[config.mk]
export PLATFORM = sky130hd
export DESIGN_NAME = hazard_ctrl_flat
export DESIGN_NICKNAME = d
export VERILOG_FILES = /design/src/rtl/hazard_if.sv /design/src/rtl/hazard_ctrl.sv /design/src/flat_wrapper.sv
export SDC_FILE = /design/constraint.sdc
export NUM_CORES = 1
export LEC_CHECK = 0
export BUFFER_PORTS_ARGS = -buffer_cell sky130_fd_sc_hd__buf_2
export CAP_MARGIN = 20
export CORE_MARGIN = 2
export CORE_UTILIZATION = 51
export CTS_BUF_LIST = sky130_fd_sc_hd__clkbuf_8
export CTS_CLUSTER_SIZE = 24
export DETAILED_ROUTE_END_ITERATION = 7
export PLACE_DENSITY_LB_ADDON = 0.08
export SKIP_CTS_REPAIR_TIMING = 1
export SYNTH_ARGS = -nofsm -noshare
export SYNTH_HDL_FRONTEND = slang
export SYNTH_SLANG_ARGS = --single-unit
export TNS_END_PERCENT = 50
[constraint.sdc]
create_clock -name clk -period 3.1 [get_ports clk]
set_clock_uncertainty 0.05 [all_clocks]
set_input_delay 0.31 -clock clk [delete_from_list [all_inputs] [get_ports clk]]
set_output_delay 0.31 -clock clk [all_outputs]
set_load 0.02 [all_outputs]
[src/rtl/hazard_if.sv]
// hazard_if: decode/execute-side signals exchanged with the hazard controller.
// The pipeline drives the decode-stage instruction fields and the redirect
// strobe (master); hazard_ctrl returns stall, flush and forwarding controls
// (slave).
interface hazard_if #(
    parameter int CNTW = 16
);
    logic            armD;
    logic [4:0]      Rs1D;
    logic [4:0]      Rs2D;
    logic [4:0]      RdD;
    logic            RegWriteD;
    logic [1:0]      ResultSrcD;
    logic            StallFD;
    logic            RedirectE;
    logic            StallF;
    logic            StallD;
    logic            FlushD;
    logic            FlushE;
    logic [1:0]      ForwardAE;
    logic [1:0]      ForwardBE;
    logic [CNTW-1:0] StallCnt;

    modport master (
        output armD, Rs1D, Rs2D, RdD, RegWriteD, ResultSrcD, StallFD, RedirectE,
        input  StallF, StallD, FlushD, FlushE, ForwardAE, ForwardBE, StallCnt
    );

    modport slave (
        input  armD, Rs1D, Rs2D, RdD, RegWriteD, ResultSrcD, StallFD, RedirectE,
        output StallF, StallD, FlushD, FlushE, ForwardAE, ForwardBE, StallCnt
    );
endinterface

[src/rtl/hazard_ctrl.sv]
// hazard_ctrl: hazard controller for the five-stage RISC-V/ARM pipeline.
// Tracks the destination registers of the instructions in E, M and W and
// compares them with the decode-stage sources to produce StallF/StallD,
// FlushD/FlushE, the E-stage forwarding selects and a saturating count of
// stalled decode cycles.
//
// Build option HAZARD_FWD_EN:
//   defined   - M/W results forwarded into E; only load-use stalls decode.
//   undefined - no forwarding (selects tied to 00); any dependency on E or M
//               stalls decode, W is covered by the falling-edge regfile write.
module hazard_ctrl #(
    parameter int CNTW = 16
) (
    input  logic    clk,
    input  logic    rst,
    hazard_if.slave hz
);

    // E-stage scoreboard entry
    logic            vld_p0;
    logic            arm_p0;
    logic            we_p0;
    logic [4:0]      rd_p0;
    // M-stage scoreboard entry
    logic            vld_p1;
    logic            arm_p1;
    logic            we_p1;
    logic [4:0]      rd_p1;
`ifdef HAZARD_FWD_EN
    // Load flag and operand registers of E, and the W-stage entry, only
    // matter when results are forwarded.
    logic            ld_p0;
    logic [4:0]      rs1_p0;
    logic [4:0]      rs2_p0;
    logic            vld_p2;
    logic            arm_p2;
    logic            we_p2;
    logic [4:0]      rd_p2;
`endif

    logic [CNTW-1:0] stall_cnt;
    logic            hit_e;
    logic            data_stall;
    logic            stall_d;
    logic            flush_e;
    logic            advance;
    logic [1:0]      fwd_a;
    logic [1:0]      fwd_b;

    // A scoreboard entry supplies register rs when it is a live write of the
    // same ISA; RISC-V x0 and ARM r15 never produce a data hazard.
    function automatic logic reg_hit(
        input logic       vld,
        input logic       arm,
        input logic       we,
        input logic [4:0] rd,
        input logic [4:0] rs,
        input logic       arm_ref
    );
        logic real_reg;
        real_reg = arm ? (rd != 5'd15) : (rd != 5'd0);
        return vld & we & (rd == rs) & (arm == arm_ref) & real_reg;
    endfunction

    // Counter increment that sticks at all-ones instead of wrapping.
    function automatic logic [CNTW-1:0] sat_inc(input logic [CNTW-1:0] c);
        return (&c) ? c : c + {{(CNTW-1){1'b0}}, 1'b1};
    endfunction

`ifdef HAZARD_FWD_EN
    // ALUResultM (10) takes priority over ResultW (01) over the regfile (00).
    function automatic logic [1:0] fwd_sel(input logic from_m, input logic from_w);
        return from_m ? 2'b10 : (from_w ? 2'b01 : 2'b00);
    endfunction
`endif

    assign hit_e = reg_hit(vld_p0, arm_p0, we_p0, rd_p0, hz.Rs1D, hz.armD)
                 | reg_hit(vld_p0, arm_p0, we_p0, rd_p0, hz.Rs2D, hz.armD);

`ifdef HAZARD_FWD_EN
    // Load-use stall and M/W forwarding for the operands of the E instruction
    always_comb begin
        data_stall = ld_p0 & hit_e;
        fwd_a = vld_p0 ? fwd_sel(reg_hit(vld_p1, arm_p1, we_p1, rd_p1, rs1_p0, arm_p0),
                                 reg_hit(vld_p2, arm_p2, we_p2, rd_p2, rs1_p0, arm_p0))
                       : 2'b00;
        fwd_b = vld_p0 ? fwd_sel(reg_hit(vld_p1, arm_p1, we_p1, rd_p1, rs2_p0, arm_p0),
                                 reg_hit(vld_p2, arm_p2, we_p2, rd_p2, rs2_p0, arm_p0))
                       : 2'b00;
    end
`else
    logic hit_m;

    assign hit_m = reg_hit(vld_p1, arm_p1, we_p1, rd_p1, hz.Rs1D, hz.armD)
                 | reg_hit(vld_p1, arm_p1, we_p1, rd_p1, hz.Rs2D, hz.armD);

    // Without forwarding, a dependency on E or M waits until the producer reaches W
    always_comb begin
        data_stall = hit_e | hit_m;
        fwd_a      = 2'b00;
        fwd_b      = 2'b00;
    end
`endif

    // A redirect flushes D, so it overrides any stall of the D instruction
    always_comb begin
        stall_d = data_stall & ~hz.RedirectE;
`ifdef HAZARD_FWD_EN
        flush_e = hz.RedirectE | data_stall;
`else
        flush_e = hz.RedirectE | stall_d;
`endif
        advance = ~stall_d & ~flush_e;
    end

    assign hz.StallD    = stall_d;
    assign hz.StallF    = stall_d | (hz.StallFD & ~hz.RedirectE);
    assign hz.FlushD    = hz.RedirectE;
    assign hz.FlushE    = flush_e;
    assign hz.ForwardAE = fwd_a;
    assign hz.ForwardBE = fwd_b;
    assign hz.StallCnt  = stall_cnt;

    // Control state: scoreboard valid bits and the stall-cycle counter
    always_ff @(posedge clk) begin
        if (rst) begin
            vld_p0    <= 1'b0;
            vld_p1    <= 1'b0;
`ifdef HAZARD_FWD_EN
            vld_p2    <= 1'b0;
`endif
            stall_cnt <= '0;
        end else begin
            vld_p0    <= advance;
            vld_p1    <= vld_p0;
`ifdef HAZARD_FWD_EN
            vld_p2    <= vld_p1;
`endif
            if (stall_d) begin
                stall_cnt <= sat_inc(stall_cnt);
            end
        end
    end

    // Scoreboard payload; loaded every cycle, a bubble is marked by its valid bit alone
    always_ff @(posedge clk) begin
        // D -> E
        arm_p0 <= hz.armD;
        we_p0  <= hz.RegWriteD;
        rd_p0  <= hz.RdD;
`ifdef HAZARD_FWD_EN
        ld_p0  <= hz.ResultSrcD[0];
        rs1_p0 <= hz.Rs1D;
        rs2_p0 <= hz.Rs2D;
`endif
        // E -> M
        arm_p1 <= arm_p0;
        we_p1  <= we_p0;
        rd_p1  <= rd_p0;
`ifdef HAZARD_FWD_EN
        // M -> W
        arm_p2 <= arm_p1;
        we_p2  <= we_p1;
        rd_p2  <= rd_p1;
`endif
    end

endmodule

[src/flat_wrapper.sv]
// flat-port wrapper written by rule: the top's interface ports become plain ports
module hazard_ctrl_flat 
#(
    parameter int CNTW = 16
)
  (clk, rst, hz_armD, hz_Rs1D, hz_Rs2D, hz_RdD, hz_RegWriteD, hz_ResultSrcD, hz_StallFD, hz_RedirectE, hz_StallF, hz_StallD, hz_FlushD, hz_FlushE, hz_ForwardAE, hz_ForwardBE, hz_StallCnt);
  hazard_if #(.CNTW(CNTW)) hz_i ();
  input  logic clk;
  input  logic rst;
  input wire logic [$bits(hz_i.armD)-1:0] hz_armD;
  input wire logic [$bits(hz_i.Rs1D)-1:0] hz_Rs1D;
  input wire logic [$bits(hz_i.Rs2D)-1:0] hz_Rs2D;
  input wire logic [$bits(hz_i.RdD)-1:0] hz_RdD;
  input wire logic [$bits(hz_i.RegWriteD)-1:0] hz_RegWriteD;
  input wire logic [$bits(hz_i.ResultSrcD)-1:0] hz_ResultSrcD;
  input wire logic [$bits(hz_i.StallFD)-1:0] hz_StallFD;
  input wire logic [$bits(hz_i.RedirectE)-1:0] hz_RedirectE;
  output wire logic [$bits(hz_i.StallF)-1:0] hz_StallF;
  output wire logic [$bits(hz_i.StallD)-1:0] hz_StallD;
  output wire logic [$bits(hz_i.FlushD)-1:0] hz_FlushD;
  output wire logic [$bits(hz_i.FlushE)-1:0] hz_FlushE;
  output wire logic [$bits(hz_i.ForwardAE)-1:0] hz_ForwardAE;
  output wire logic [$bits(hz_i.ForwardBE)-1:0] hz_ForwardBE;
  output wire logic [$bits(hz_i.StallCnt)-1:0] hz_StallCnt;
  assign hz_i.armD = hz_armD;
  assign hz_i.Rs1D = hz_Rs1D;
  assign hz_i.Rs2D = hz_Rs2D;
  assign hz_i.RdD = hz_RdD;
  assign hz_i.RegWriteD = hz_RegWriteD;
  assign hz_i.ResultSrcD = hz_ResultSrcD;
  assign hz_i.StallFD = hz_StallFD;
  assign hz_i.RedirectE = hz_RedirectE;
  assign hz_StallF = hz_i.StallF;
  assign hz_StallD = hz_i.StallD;
  assign hz_FlushD = hz_i.FlushD;
  assign hz_FlushE = hz_i.FlushE;
  assign hz_ForwardAE = hz_i.ForwardAE;
  assign hz_ForwardBE = hz_i.ForwardBE;
  assign hz_StallCnt = hz_i.StallCnt;
  hazard_ctrl #(.CNTW(CNTW)) u_core (.clk(clk), .rst(rst), .hz(hz_i));
endmodule
==> results of run 1 <==
## metal layers
metal  vias to the layer above  wire (microns)
li1                        645               -
met1                       612            1340
met2                        45            1610
met3                         5             192
met4                         0              40
met5                         -               0
## layout make-up
type                            instances  area share, %
Sequential cell                        32           35.5
Inverter                                3          0.623
Multi-Input combinational cell        124           45.2
Tap cell                               31           2.15
Timing Repair Buffer                   41           11.5
Clock buffer                            6           4.57
Clock inverter                          2          0.554
## worst max-delay path, delay by kind of cell (launching register included)
kind | cells | cell delay (ps)
compound gates | 1 | 100
buf+inv | 1 | 160
flops | 1 | 360
simple gates | 4 | 1230
## stage by stage
stage / instances / worst slack [ps] / area (sq um)
final: 239 / 610 / 1810
after floorplan: 168 / 889 / 1520
after global routing: 239 / 502 / 1810
after CTS: 239 / 613 / 1810
after detailed placement: 231 / 710 / 1710
after global placement: 231 / 752 / 1710
## synthesized netlist by cell type, types with 2 or more instances
master    count  area (sq um)
dfxtp_1      32           641
xor2_1       28           245
nor2_1       21          78.8
nand3_1      13          65.1
and3_1        8          50.1
nand2_1       6          22.5
nor3_1        6          30.0
buf_4         5          37.5
or4_1         4          30.0
xnor2_1       4          35.0
inv_1         3          11.3
nand4_1       3          18.8
a21oi_1       2          10.0
a22oi_1       2          15.0
and4_1        2          17.5
buf_2         2          10.0
clkbuf_1      2          7.51
nor2b_1       2          12.5
## sequential cells by signal (all words and copies together) (netlist names)
register	flops
u_core.we_p0	1
u_core.arm_p1	1
u_core.vld_p1	1
u_core.hz.StallCnt	16
u_core.arm_p0	1
u_core.vld_p0	1
u_core.rd_p0	5
u_core.we_p1	1
u_core.rd_p1	5
## logic make-up (layout without fill, tap and decap cells)
group	after synthesis	in the layout	share of synthesized area [%]
AND/OR/NAND/NOR	74	74	26.2
multiplexers	1	1	0.662
XOR/XNOR	32	32	18.5
flip-flops	32	32	42.4
adder cells (fa/ha/maj)	1	1	0.828
buffers and inverters	12	52	4.39
other	1	4	0.248
AO/OA/AOI/OAI	12	12	6.71
## power by group through the flow
stage               clock network, mW  logic, mW  registers, mW
floorplan                           0     0.0465          0.441
global placement                    0     0.0636          0.444
detailed placement                  0     0.0660          0.444
CTS                             0.332     0.0664          0.435
global route                    0.346     0.0740          0.436
finish                          0.327     0.0660          0.435
## path summary, 6_finish.rpt
| check | start | end |
|---|---|---|
| hold reg to reg | u_core.we_p0 | u_core.we_p1 |
| setup / recovery | u_core.rd_p1[2] | hz_FlushE |
| hold / removal | hz_RdD[3] | u_core.rd_p0[3] |
| setup reg to reg | u_core.hz.StallCnt[7] | u_core.hz.StallCnt[1] |
==> flow_metrics.py, run 1 <==
metrics = {
    "final_layout": {
        "nFillCells": 250,
        "final_util_pct": 65.0,
        "final_nets": 231,
        "multi_input_area_sq_um": 816,
        "regArea_sq_um": 641,
        "diodes": 0,
        "drive_above_1_share_pct": 25.5,
        "final_cell_mix": "buf_2, dfxtp_1, xor2_1, nor2_1, nand3_1",
        "syn_to_final_growth_pct": 19.5,
        "final_common_cell": "buf_2",
    },
    "yosys": {
        "synthCells": 165,
        "synth_warnings": 0,
        "yosysSeqAreaShare_pct": 42.4,
        "synth_edf_count": 0,
        "syn_avg_cell_area_sq_um": 9.16,
        "synth_area_sq_um": 1510,
        "ys_ff_latch": 32,
        "async_reset_ff_share_pct": 0,
        "synthDistinctLibCells": 38,
        "ys.flop_type": "dfxtp_1",
    },
    "drt": {
        "dr.pass1.iters": 4,
        "ant_nets": 0,
        "wl_per_cell_microns": 13.3,
        "wl_mm": 3.18,
        "dr_total_vias": 1307,
        "drcViolationCount": 0,
        "drtIter0Drc": 47,
        "vias_per_cell": 5.47,
    },
    "pwr": {
        "switching_power_uw": 199,
        "netSwitchingFraction_pct": 24.0,
        "p_per_area_nw_per_um2": 458,
        "ir_drop_uv": 386,
        "p_comb_share_pct": 8.0,
        "leakagePower_nw": 0.819,
        "sequentialPowerShare_pct": 52.5,
        "p_clk_share_pct": 39.5,
        "fin_total_pwr_uw": 828,
        "intPower_uw": 629,
    },
    "critical_path": {
        "ff2ff_path_depth": 7,
        "startpoint_type": "register",
        "cp_max_fo": 4,
        "reg2reg_setup_slack_ps": 670,
        "cp_slowest_cell": "or4_1",
        "slowest_delay_ps": 540,
        "crit_required_ps": 2740,
        "endpoint_kind": "output pin",
        "path_class": "reg -> out",
        "path_cells": "or4_1 > nor3_1 > or3_4 > o22ai_1 > or2_2 > buf_2",
        "cp.arrival_ps": 2130,
    },
    "timing": {
        "hold_viol": 0,
        "whs_ps": 79.2,
        "fin_setup_tns_ps": 0,
        "max_freq_mhz": 402,
        "rsz0062_at_grt": "no",
        "maxSlewViolCount": 0,
        "period_needed_ps": 2490,
        "fin_crit_sh_pct": 80.3,
        "finalSetupViolCount": 0,
    },
    "job": {
        "maxCapViolCount": 0,
    },
    "grt": {
        "grt_busiest_layer": "met2",
        "grt.overflow.total": 0,
        "antenna_found_initial": 0,
        "grt_pass1_wl_mm": 5.44,
        "grt_max_degree": 20,
        "gr-usage-met1_pct": 22.5,
        "grt_use_met3_pct": 5.49,
        "first_global_vias": 1319,
        "grtUsageMet2_pct": 37.9,
        "gr-usage-all-layers_pct": 20.7,
    },
    "floorplanning": {
        "ioPinCount": 47,
        "row_count": 19,
        "dieWidth_microns": 58.4,
        "initial_utilization_pct": 54.3,
        "die_area_sq_um": 3420,
        "die_h_microns": 58.4,
        "fp.coreArea_sq_um": 2780,
    },
    "status": {
        "status": "complete, no violations",
    },
    "cts": {
        "h-tree-depth": 2,
        "cts.reportedPaths.clkPinSlew_ps": 60,
        "cts_buffers": 5,
        "cts_root_buf": "clkbuf_8",
        "cts_tree": "done",
        "clk_latency_ps": 280,
        "cts.sinks": 32,
        "ctsLongestPathBuffers": 2,
    },
    "hold_path": {
        "holdPathStages": 1,
        "min_path_type": "in -> reg",
    },
    "placement": {
        "dp_hpwl_mm": 2.39,
        "gp_congestion": 0.811,
        "port_buffers": 40,
    },
}
Note: power is estimated with default switching activity, not from simulation.
==> run 2: changes to the inputs <==
- clock period: 3.1 -> 2.3 ns (I/O delays scaled with it)
==> run 2 against run 1 <==
Net effect: die area unchanged; count of clock-buffer cells in the layout unchanged; cell count increased by 4.2%; power increased by 34%; combinational power increased by 59%; highest routed layer unchanged.
==> flow_metrics.py, run 2 (synthesis gave the netlist of run 1 again) <==
metrics = {
    "status": {
        "status": "complete, no violations",
    },
    "drt": {
        "wl_per_cell_microns": 12.9,
        "dr.pass1.iters": 4,
        "drtIter0Drc": 50,
        "drcViolationCount": 0,
        "ant_nets": 0,
        "dr_total_vias": 1326,
        "wl_mm": 3.22,
        "vias_per_cell": 5.33,
    },
    "floorplanning": {
        "dieWidth_microns": 58.4,
        "initial_utilization_pct": 54.3,
        "row_count": 19,
        "ioPinCount": 47,
        "die_area_sq_um": 3420,
        "fp.coreArea_sq_um": 2780,
        "die_h_microns": 58.4,
    },
    "timing": {
        "finalSetupViolCount": 0,
        "hold_viol": 0,
        "fin_crit_sh_pct": 99.4,
        "fin_setup_tns_ps": 0,
        "rsz0062_at_grt": "yes",
        "maxSlewViolCount": 0,
        "period_needed_ps": 2290,
        "whs_ps": 8.25,
        "max_freq_mhz": 437,
    },
    "critical_path": {
        "endpoint_kind": "output pin",
        "crit-reg2reg-launch": "u_core.arm_p1",
        "crit_required_ps": 2020,
        "startpoint_type": "register",
        "reg2reg_setup_slack_ps": 110,
        "cp.arrival_ps": 2010,
        "path_class": "reg -> out",
        "ff2ff_path_depth": 7,
        "rr_endpoint": "u_core.hz.StallCnt[7]",
        "cp_max_fo": 4,
    },
    "hold_path": {
        "min_path_type": "in -> reg",
        "min_from": "hz_RdD[3]",
        "holdPathStages": 1,
        "min_to": "u_core.rd_p0[3]",
    },
    "grt": {
        "gr-usage-all-layers_pct": 20.3,
        "first_global_vias": 1265,
        "grt_pass1_wl_mm": 5.33,
        "grt.overflow.total": 0,
        "grt_max_degree": 20,
        "antenna_found_initial": 0,
    },
    "cts": {
        "clk_latency_ps": 270,
        "cts_buffers": 5,
        "cts.reportedPaths.clkPinSlew_ps": 60,
        "cts_root_buf": "clkbuf_8",
        "cts.sinks": 32,
        "ctsLongestPathBuffers": 2,
        "h-tree-depth": 2,
        "cts_tree": "done",
    },
    "pwr": {
        "leakagePower_nw": 0.880,
        "fin_total_pwr_mw": 1.11,
        "p_per_area_nw_per_um2": 571,
        "ir_drop_uv": 550,
    },
    "placement": {
        "port_buffers": 40,
        "dp_hpwl_mm": 2.45,
        "gp_congestion": 0.801,
    },
    "final_layout": {
        "final_cell_mix": "buf_2, xor2_1, dfxtp_1, nor2_1, nand3_1",
        "final_common_cell": "buf_2",
        "final_nets": 241,
        "nFillCells": 248,
        "syn_to_final_growth_pct": 28.8,
        "drive_above_1_share_pct": 30.7,
        "largest_register_ff_count": 16,
        "diodes": 0,
    },
    "job": {
        "maxCapViolCount": 0,
    },
}
[run 2: worst max-delay path by stage]
stage | from | endpoint | cells past startpoint
after floorplan | u_core.hz.StallCnt[7] | u_core.hz.StallCnt[15] | 8
after global placement | hz_armD | u_core.hz.StallCnt[7] | 8
after detailed placement | hz_armD | u_core.hz.StallCnt[7] | 8
after CTS | u_core.rd_p1[2] | hz_FlushE | 6
after global routing | u_core.rd_p1[3] | hz_FlushE | 6
final | u_core.rd_p1[3] | hz_FlushE | 6
[run 2: per-stage QoR]
stage | utilization [%] | setup slack, ps | area, sq um | instances
6_report | 70.0 | 12.7 | 1950 | 249
5_1_grt | 70.0 | -66.7 | 1950 | 249
4_1_cts | 65.9 | -61.1 | 1830 | 243
3_5_place_dp | 62.7 | 61.5 | 1740 | 235
3_3_place_gp | 62.7 | 127 | 1740 | 235
2_1_floorplan | - | 88.5 | 1520 | 168
[run 2: cell type report]
class | count | area (sq um) | area share, %
Multi-Input combinational cell | 124 | 856 | 44.0
Sequential cell | 32 | 652 | 33.5
Timing Repair Buffer | 51 | 299 | 15.4
Clock buffer | 6 | 82.6 | 4.24
Tap cell | 31 | 38.8 | 1.99
Inverter | 3 | 11.3 | 0.578
Clock inverter | 2 | 7.51 | 0.386
[run 2: per-layer routing]
layer	wire length (microns)	part of all wire, %	up-vias	global-route usage [%]
met5	0	0	-	0
met4	29	0.90	0	7.31
met3	152	4.7	4	5.93
met2	1670	52	37	37.1
met1	1370	42	616	22.0
li1	-	-	669	-
[run 2: worst max-delay path: stages (launching register included)]
cell and delay (ps):
dfxtp_4 360, or4_4 550, nor3_4 180, or3_4 170
o22ai_4 70, or2_4 280, buf_6 130
[run 2: power breakdown]
group / total, mW / switching (mW) / leakage [nW] / internal, mW
sequential: 0.587 / 0.0183 / 0.264 / 0.569
combinational: 0.105 / 0.0540 / 0.562 / 0.0506
clock: 0.420 / 0.185 / 0.0538 / 0.235
total: 1.11 / 0.257 / 0.880 / 0.854
==> run 3: changes to the inputs <==
- CELL_PAD_IN_SITES_DETAIL_PLACEMENT: default -> 0
- CELL_PAD_IN_SITES_GLOBAL_PLACEMENT: default -> 1
- CORE_UTILIZATION: 51 -> 39
==> run 3 against run 2 <==
Net effect: global-route usage down 3.6 points; first-iteration DRC count down 38%; sequential power about the same; non-clock buffer count up 3; via count unchanged; fmax up 1.6%; count of clock-buffer cells in the layout unchanged; setup slack better by 36 ps; highest routed layer unchanged; critical path depth unchanged; core utilization down 16 points; critical endpoint unchanged; power up 0.35%; flip-flop and latch count unchanged.
==> flow_metrics.py, run 3 (synthesis gave the netlist of run 1 again) <==
metrics = {
    "status": {
        "status": "complete, no violations",
    },
    "job": {
        "maxCapViolCount": 0,
    },
    "floorplanning": {
        "die_h_microns": 66.3,
        "row_count": 22,
        "dieWidth_microns": 66.3,
        "initial_utilization_pct": 41.0,
        "ioPinCount": 47,
        "fp.coreArea_sq_um": 3690,
        "die_area_sq_um": 4390,
    },
    "hold_path": {
        "min_path_type": "in -> reg",
    },
    "final_layout": {
        "design_area_sq_um": 1990,
        "final_common_cell": "buf_2",
        "diodes": 0,
        "final_nets": 244,
        "syn_to_final_growth_pct": 31.5,
        "largest_register_ff_count": 16,
        "nFillCells": 346,
        "drive_above_1_share_pct": 31.7,
        "final_cell_mix": "buf_2, xor2_1, dfxtp_1, nor2_1, nand3_1",
        "stdcell_count": 269,
    },
    "cts": {
        "cts_tree": "done",
        "ctsLongestPathBuffers": 2,
        "cts_buffers": 5,
        "cts.sinks": 32,
        "cts_root_buf": "clkbuf_8",
        "h-tree-depth": 2,
        "cts.reportedPaths.clkPinSlew_ps": 70,
        "clk_latency_ps": 280,
    },
    "pwr": {
        "leakagePower_nw": 0.894,
        "p_per_area_nw_per_um2": 561,
        "ir_drop_uv": 500,
    },
    "grt": {
        "antenna_found_initial": 0,
        "grt.overflow.total": 0,
        "grt_max_degree": 20,
        "first_global_vias": 1294,
        "gr-usage-all-layers_pct": 16.7,
        "grt_pass1_wl_mm": 5.48,
    },
    "drt": {
        "wl_mm": 3.36,
        "dr.pass1.iters": 3,
        "vias_per_cell": 4.93,
        "dr_total_vias": 1326,
        "ant_nets": 0,
        "drcViolationCount": 0,
        "wl_per_cell_microns": 12.5,
        "drtIter0Drc": 31,
    },
    "critical_path": {
        "cpLargestDelayFamily": "simple AND/OR/NAND/NOR gates",
        "endpoint_kind": "output pin",
        "cp_num_buf_inv": 1,
        "slowest_delay_ps": 540,
        "path_cells": "or4_4 > nor3_4 > or3_4 > o22ai_2 > or2_4 > buf_6",
        "cp_slowest_cell": "or4_4",
        "crit_required_ps": 2020,
        "cp.arrival_ps": 1970,
        "cp_max_fo": 3,
        "startpoint_type": "register",
        "path_class": "reg -> out",
    },
    "timing": {
        "max_freq_mhz": 444,
        "finalSetupViolCount": 0,
        "rsz0062_at_grt": "yes",
        "worst_slack_ps": 49.0,
        "fin_crit_sh_pct": 97.9,
        "period_needed_ps": 2250,
        "maxSlewViolCount": 0,
        "hold_viol": 0,
    },
    "placement": {
        "placed_cells": 254,
        "preCtsSetupSlack_ps": 92.6,
        "gp_congestion": 0.767,
        "dp_hpwl_mm": 2.52,
        "port_buffers": 40,
        "postPlaceCellArea_sq_um": 1780,
    },
}
-- run 3: area by class of cell --
class	instances	area [sq um]	share of cell area (%)
Clock buffer	6	82.6	4.16
Tap cell	48	60.1	3.02
Sequential cell	32	649	32.7
Inverter	3	11.3	0.567
Clock inverter	2	7.51	0.378
Multi-Input combinational cell	124	848	42.7
Timing Repair Buffer	54	328	16.5
-- run 3: layer usage --
layer  GRT usage (%)  routed length (microns)
met1            17.6                     1390
met2            30.1                     1750
met3            4.09                      173
met4            9.18                       51
met5               0                        0
-- run 3: stage by stage --
step	hold slack, ps	utilization (%)	TNS, ps	power (mW)
floorplan	208	-	0	0.657
global placement	280	48.3	0	0.686
detailed placement	283	48.3	0	0.689
CTS	-1.08	50.7	-26.0	1.11
global route	2.86	53.9	-99.1	1.16
finish	10.2	53.9	0	1.12
-- run 3: worst paths after layout --
| path | startpoint | endpoint | slack, ps | cells past startpoint |
|---|---|---|---|---|
| setup / recovery | u_core.arm_p1 | hz_FlushE | 50 | 6 |
| hold / removal | hz_RdD[4] | u_core.rd_p0[4] | 10 | 1 |
| setup reg to reg | u_core.rd_p1[3] | u_core.hz.StallCnt[7] | 110 | 7 |
| hold reg to reg | u_core.we_p0 | u_core.we_p1 | 300 | 0 |
-- run 3: report_power, final --
group	leakage [nW]	switching (mW)	total [mW]	internal (mW)
registers	0.264	0.0183	0.588	0.570
clock network	0.0538	0.191	0.426	0.235
logic	0.577	0.0522	0.102	0.0497
